===== config.mk =====
export PLATFORM = sky130hd
export DESIGN_NAME = vec_operand_loader
export DESIGN_NICKNAME = d
export VERILOG_FILES = /design/src/rtl/vec_operand_loader.sv
export SDC_FILE = /design/constraint.sdc
export NUM_CORES = 1
export LEC_CHECK = 0
export BUFFER_PORTS_ARGS = -buffer_cell sky130_fd_sc_hd__buf_2
export CELL_PAD_IN_SITES_DETAIL_PLACEMENT = 1
export CELL_PAD_IN_SITES_GLOBAL_PLACEMENT = 2
export CORE_MARGIN = 3
export CORE_UTILIZATION = 34
export DETAILED_ROUTE_END_ITERATION = 7
export PLACE_DENSITY = 0.78
export SLEW_MARGIN = 20
export SYNTH_ARGS = -nofsm -noshare
export SYNTH_HDL_FRONTEND = slang
export SYNTH_SLANG_ARGS = --single-unit

===== constraint.sdc =====
create_clock -name clk -period 6.6 [get_ports clk]
set_clock_uncertainty 0.05 [all_clocks]
set_input_delay 1.32 -clock clk [delete_from_list [all_inputs] [get_ports clk]]
set_output_delay 1.32 -clock clk [all_outputs]
set_load 0.05 [all_outputs]

===== src/rtl/vec_operand_loader.sv =====
// vec_operand_loader: packs C serial (x, k) pairs into parallel operand buses,
// runs the multiplier, and hands its truncated result downstream.
//   clk, rst          clock, asynchronous active-high reset
//   s_valid/s_ready   upstream element handshake carrying s_x, s_k
//   mul_enable        multiplier enable; mul_x/mul_k packed operands (slot i at [i*W +: W])
//   mul_y/mul_valid   multiplier result and its valid pulse
//   m_valid/m_ready   downstream handshake carrying m_y and m_err
//   busy              high outside LOAD
// Optional: define VEC_LOADER_TIMEOUT_EN to abandon RUN after TIMEOUT cycles
// without mul_valid (result m_y=0, m_err=1).
module vec_operand_loader #(
    parameter int C       = 8,
    parameter int W_X     = 8,
    parameter int W_K     = 8,
    parameter int TIMEOUT = 16
) (
    input  logic             clk,
    input  logic             rst,
    input  logic             s_valid,
    output logic             s_ready,
    input  logic [W_X-1:0]   s_x,
    input  logic [W_K-1:0]   s_k,
    output logic             mul_enable,
    output logic [C*W_X-1:0] mul_x,
    output logic [C*W_K-1:0] mul_k,
    input  logic [W_X-1:0]   mul_y,
    input  logic             mul_valid,
    output logic             m_valid,
    input  logic             m_ready,
    output logic [W_X-1:0]   m_y,
    output logic             m_err,
    output logic             busy
);
    localparam int IW = $clog2(C);
    typedef enum logic [1:0] {LOAD, RUN, OUT} state_t;
    state_t state, state_n;
    logic [IW-1:0] idx;
    logic expired;
`ifdef VEC_LOADER_TIMEOUT_EN
    localparam int TW = $clog2(TIMEOUT + 1);
    logic [TW-1:0] cnt;
    assign expired = cnt == TW'(TIMEOUT - 1);
    always_ff @(posedge clk or posedge rst)
        if (rst) begin
            cnt   <= '0;
            m_err <= 1'b0;
        end else begin
            cnt <= state == RUN ? cnt + TW'(1) : '0;
            if (state == RUN && !mul_valid && expired)
                m_err <= 1'b1;
            else if (state == OUT && m_ready)
                m_err <= 1'b0;
        end
`else
    assign expired = 1'b0;
    assign m_err   = 1'b0;
`endif
    always_ff @(posedge clk or posedge rst)
        if (rst) begin
            state <= LOAD;
            idx   <= '0;
            mul_x <= '0;
            mul_k <= '0;
            m_y   <= '0;
        end else begin
            state <= state_n;
            if (state == LOAD && s_valid) begin
                mul_x[idx*W_X +: W_X] <= s_x;
                mul_k[idx*W_K +: W_K] <= s_k;
                idx <= idx == IW'(C - 1) ? '0 : idx + IW'(1);
            end
            // mul_valid wins over a same-cycle timeout
            if (state == RUN && (mul_valid || expired))
                m_y <= mul_valid ? mul_y : '0;
        end
    always_comb begin
        state_n    = state;
        s_ready    = state == LOAD;
        mul_enable = state == RUN;
        m_valid    = state == OUT;
        busy       = state != LOAD;
        state_n    = state == LOAD ? ((s_valid && idx == IW'(C - 1)) ? RUN : LOAD)
                   : state == RUN  ? ((mul_valid || expired) ? OUT : RUN)
                   : (m_ready ? LOAD : OUT);
    end
endmodule


Yosys cells after proc, flatten, opt, wreduce, memory -nomap -nowiden

Cells that the tools add are included.
Widths: inputs -> output; s select.

$add $sub $neg: 2
Eq/ne operators: 3
Shift-type cells: 3
Muxes and demuxes: 9
Reduce and logical (&&, ||, !) cells: 5

Operator list:

| cell                    | number |
|---|---|
| $bwmux 64               | 2 |
| $shiftx 8x34->64        | 2 |
| $shift 8x34->64 const A | 1 |
| $neg 6->34              | 1 |
| $mux 2                  | 4 |
| $mux 8                  | 1 |
| $add 3x1->3 const B     | 1 |
| $eq 3x3->1 const B      | 1 |
| $logic_and 1x1->1       | 3 |
| $mux 3                  | 1 |
| $eq 2x1->1 const B      | 1 |
| $eq 2x2->1 const B      | 1 |
| $logic_not 2->1         | 1 |
| $reduce_bool 2->1       | 1 |
| $mux 1                  | 1 |

Bits in registers: 141
Input bits: 29
Output and inout port bits: 141

Logic depth before layout (Yosys ltp)

Depth in word-level cells: 4
Mapped depth: 11
Mapped depth without buffers: 6

Worst setup path before layout

Ideal clock, no wire load.

Kind: input to register
From: input port s_valid
To: register mul_k[40]
Library setup time: 0.125 ns
Arrival: 2.723 ns
Required time: 6.425 ns
Path slack: 3.702 ns
Stages on the path: 5
Path buffers: 2
Path through: or3b_1 > buf_2 > nor4b_4 > buf_6 > mux2_2

Word-level cells in the longest chain between the ends: 1

RTL lines:

| element                         | line | RTL |
|---|---|---|
| from (decl)                     | 19   | `input logic s_valid,` |
| $logic_and 1x1->1               | 67   | `if (state == LOAD && s_valid) begin` |
| to (signal, indexed assignment) | 69   | `mul_k[idx*W_K +: W_K] <= s_k;` |
| to (decl)                       | 25   | `output logic [C*W_K-1:0] mul_k,` |

No other way between the ends.
A chain may end at the register's enable or synchronous reset.

Worst setup path in the final report

From: register idx[0]
To: register mul_k[19]

Word-level cells in the longest chain between the ends: 3
Elaborated cells between the ends (all ways): 4

RTL lines:

| element                                                    | line | RTL |
|---|---|---|
| from (decl)                                                | 37   | `logic [IW-1:0] idx;` |
| from (signal assigned)                                     | 70   | `idx <= idx == IW'(C - 1) ? '0 : idx + IW'(1);` |
| $neg 6->34 *                                               | 69   |  |
| $shiftx 8x34->64 / $shift 8x34->64 (equally long branches) | 69   |  |
| $bwmux 64 *                                                | 69   |  |

Every way passes the cells marked *; elsewhere a longest branch is shown, timed or not.

==> impl_metrics.toml <==
[cells_and_area]
area_delta_synth_final_pct = 29.2
fillers = 1762
final_common_cell = "buf_2"
drive_gt1_frac = 0.548
layout.nets = 631
postLayoutCellArea_sq_um = 7690
final_cell_mix = "168 x buf_2, 141 x dfrtp_1, 121 x mux2_2, 39 x and2_1, 21 x inv_1"
diodes = 0
finish.utilization = 0.455

[worst_hold_path]
hold_class = "reg2reg"
worstHoldStart = "mul_x[49]"

[place]
placed_area_sq_um = 7020
place.detailed.hpwl_microns = 11900
gp_congestion = 0.812
io_buffers = 168

[cts]
clock-sinks = 141
root_buffer = "clkbuf_16"
cts_setup_buffers = 0
numCtsBuffers = 17
clk_latency_ns = 0.41
post_cts_resized = 0
path_clk_slew_ns = 0.06
htreeDepth = 4
cts_hold_buf = 0
tritoncts = "yes"
clk_path_buf_depth = 2

[logic_synthesis]
avgSynthCellArea_sq_um = 14.1
seq_area_frac_synth = 0.593
synth.ff_latch_count = 141
syn_nets = 458
syn_area_sq_um = 5950
synth_cell_types = 29
synth_cells = 422
yosys_warnings = 0

[timing]
fmax_mhz = 286
grt_setup_unrepaired = "no"
maxSlewViolCount = 0
relSlewSlack = 0.306
fin_crit_sh = 0.529
finalHoldViolCount = 0
fin_crit_ns = 3.49
finalSetupViolCount = 0
fin_setup_tns_ns = 0
hold_slack_ns = 0.449
max_slew.worst_pin.slew_ns = 1.04

[die]
initial_core_util = 0.353
core-area_sq_um = 16900
die_w_microns = 138
dieArea_sq_um = 19100
rows = 47
io_pins = 170
die_h_microns = 138

[routing]
postRouteAntennaNets = 0
wl_per_cell_microns = 19.4
wl_met1_microns = 7190
drt-pass1-iter-count = 4
drc = 0
routed_via_density = 4.78
wl_met2_microns = 7720
vias = 3960
top_layer = "met4"
drt_wl_total_microns = 16100
wl_met3_microns = 1000
first_iter_violations = 113

[global_routing]
grt_pass1_wl_microns = 25500
grt_pass1_vias = 4371
gr-total-overflow = 0
grt_max_degree = 78
antenna_found_initial = 0
grtUsageTotal = 0.171

[critical_path]
cp_top_family = "adder cells"
arrival_ns = 3.74
critPathBufInv = 1
critPathCaptureType = "flip-flop"
crit_chain = "inv_1 > ha_1 > ha_1 > o31a_1 > nand3_1 > mux2_2"
crit_slowest_cell = "dfrtp_1"
start_kind = "flip-flop"
cp_common_cell = "ha_1"
path_class = "reg2reg"
r2r_start = "idx[0]"
cp_max_fo = 21
critPathRequiredTime_ns = 6.84
crit_start = "idx[0]"
cpPeakStageDelay_ns = 0.79

[status]
status = "complete, no violations"

[flow_run]
maxCapViolCount = 0
==> flip-flops by register name, indices dropped and copies added (netlist names) <==
signal,cells
idx,3
state,2
mul_k,64
mul_x,64
m_y,8
==> per-stage QoR <==
| step | setup slack, ns | std cells |
|---|---|---|
| after floorplan | 1.45 | 422 |
| after global placement | 2.87 | 795 |
| after detailed placement | 2.71 | 796 |
| after CTS | 3.04 | 828 |
| after global routing | 2.84 | 828 |
| final | 3.11 | 828 |
==> area by class of cell <==
cell class,count,area (sq um),area share
Tap cell,220,275,0.0358
Sequential cell,141,3530,0.459
Multi-Input combinational cell,241,2250,0.293
Clock buffer,22,484,0.0630
Inverter,22,87.6,0.0114
Clock inverter,10,184,0.0239
Timing Repair Buffer,172,878,0.114
==> metal layers <==
metal  vias up  global-route usage
met3        14              0.0604
li1       1785                   -
met4         0              0.0432
met1      2036               0.220
met5         -                   0
met2       125               0.278
==> path summary, 6_finish.rpt <==
check	end	slack, ns	depth (start not counted)
max	mul_k[19]	3.11	6
min	mul_x[49]	0.45	1
max reg2reg	mul_k[19]	3.11	6
min reg2reg	mul_x[49]	0.45	1
max in group asynchronous	mul_x[62]	4.21	3
min in group asynchronous	mul_x[51]	0.98	2
==> synth_stat cells, drive strengths merged <==
cell,count,area share
nand2,19,0.012
clkbuf,4,0.0025
nor3b,3,0.0038
nor2,3,0.0019
or2,1,0.0011
o31a,1,0.0015
o21ai,4,0.0034
ha,7,0.015
inv,22,0.014
mux2,121,0.23
or3b,1,0.0015
buf,14,0.015
nand3,4,0.0034
or3,1,0.0011
and3,9,0.0095
conb,1,0.00063
and4b,1,0.0017
and3b,1,0.0015
nor2b,2,0.0021
and2,39,0.041
dfrtp,141,0.59
nor3,1,0.0017
nand3b,1,0.0013
mux2i,16,0.027
nor4b,5,0.016
==> worst register-to-register path, stage by stage, from the launching register on <==
cell,delay (ns)
dfrtp_1,0.79
inv_1,0.19
ha_1,0.28
ha_1,0.52
o31a_1,0.28
nand3_1,0.69
mux2_2,0.57
==> cell families after synthesis <==
logic type,count (synthesis),synth area share
multiplexers,137,0.256
buffers and inverters,40,0.0317
AO/OA/AOI/OAI,5,0.00484
flip-flops,141,0.593
AND/OR/NAND/NOR,91,0.0992
other,1,0.000630
adder cells (fa/ha/maj),7,0.0147
Power is left out: the tool's default activity adds up to more than one toggle a clock period on the data nets, which glitch-free logic cannot reach.
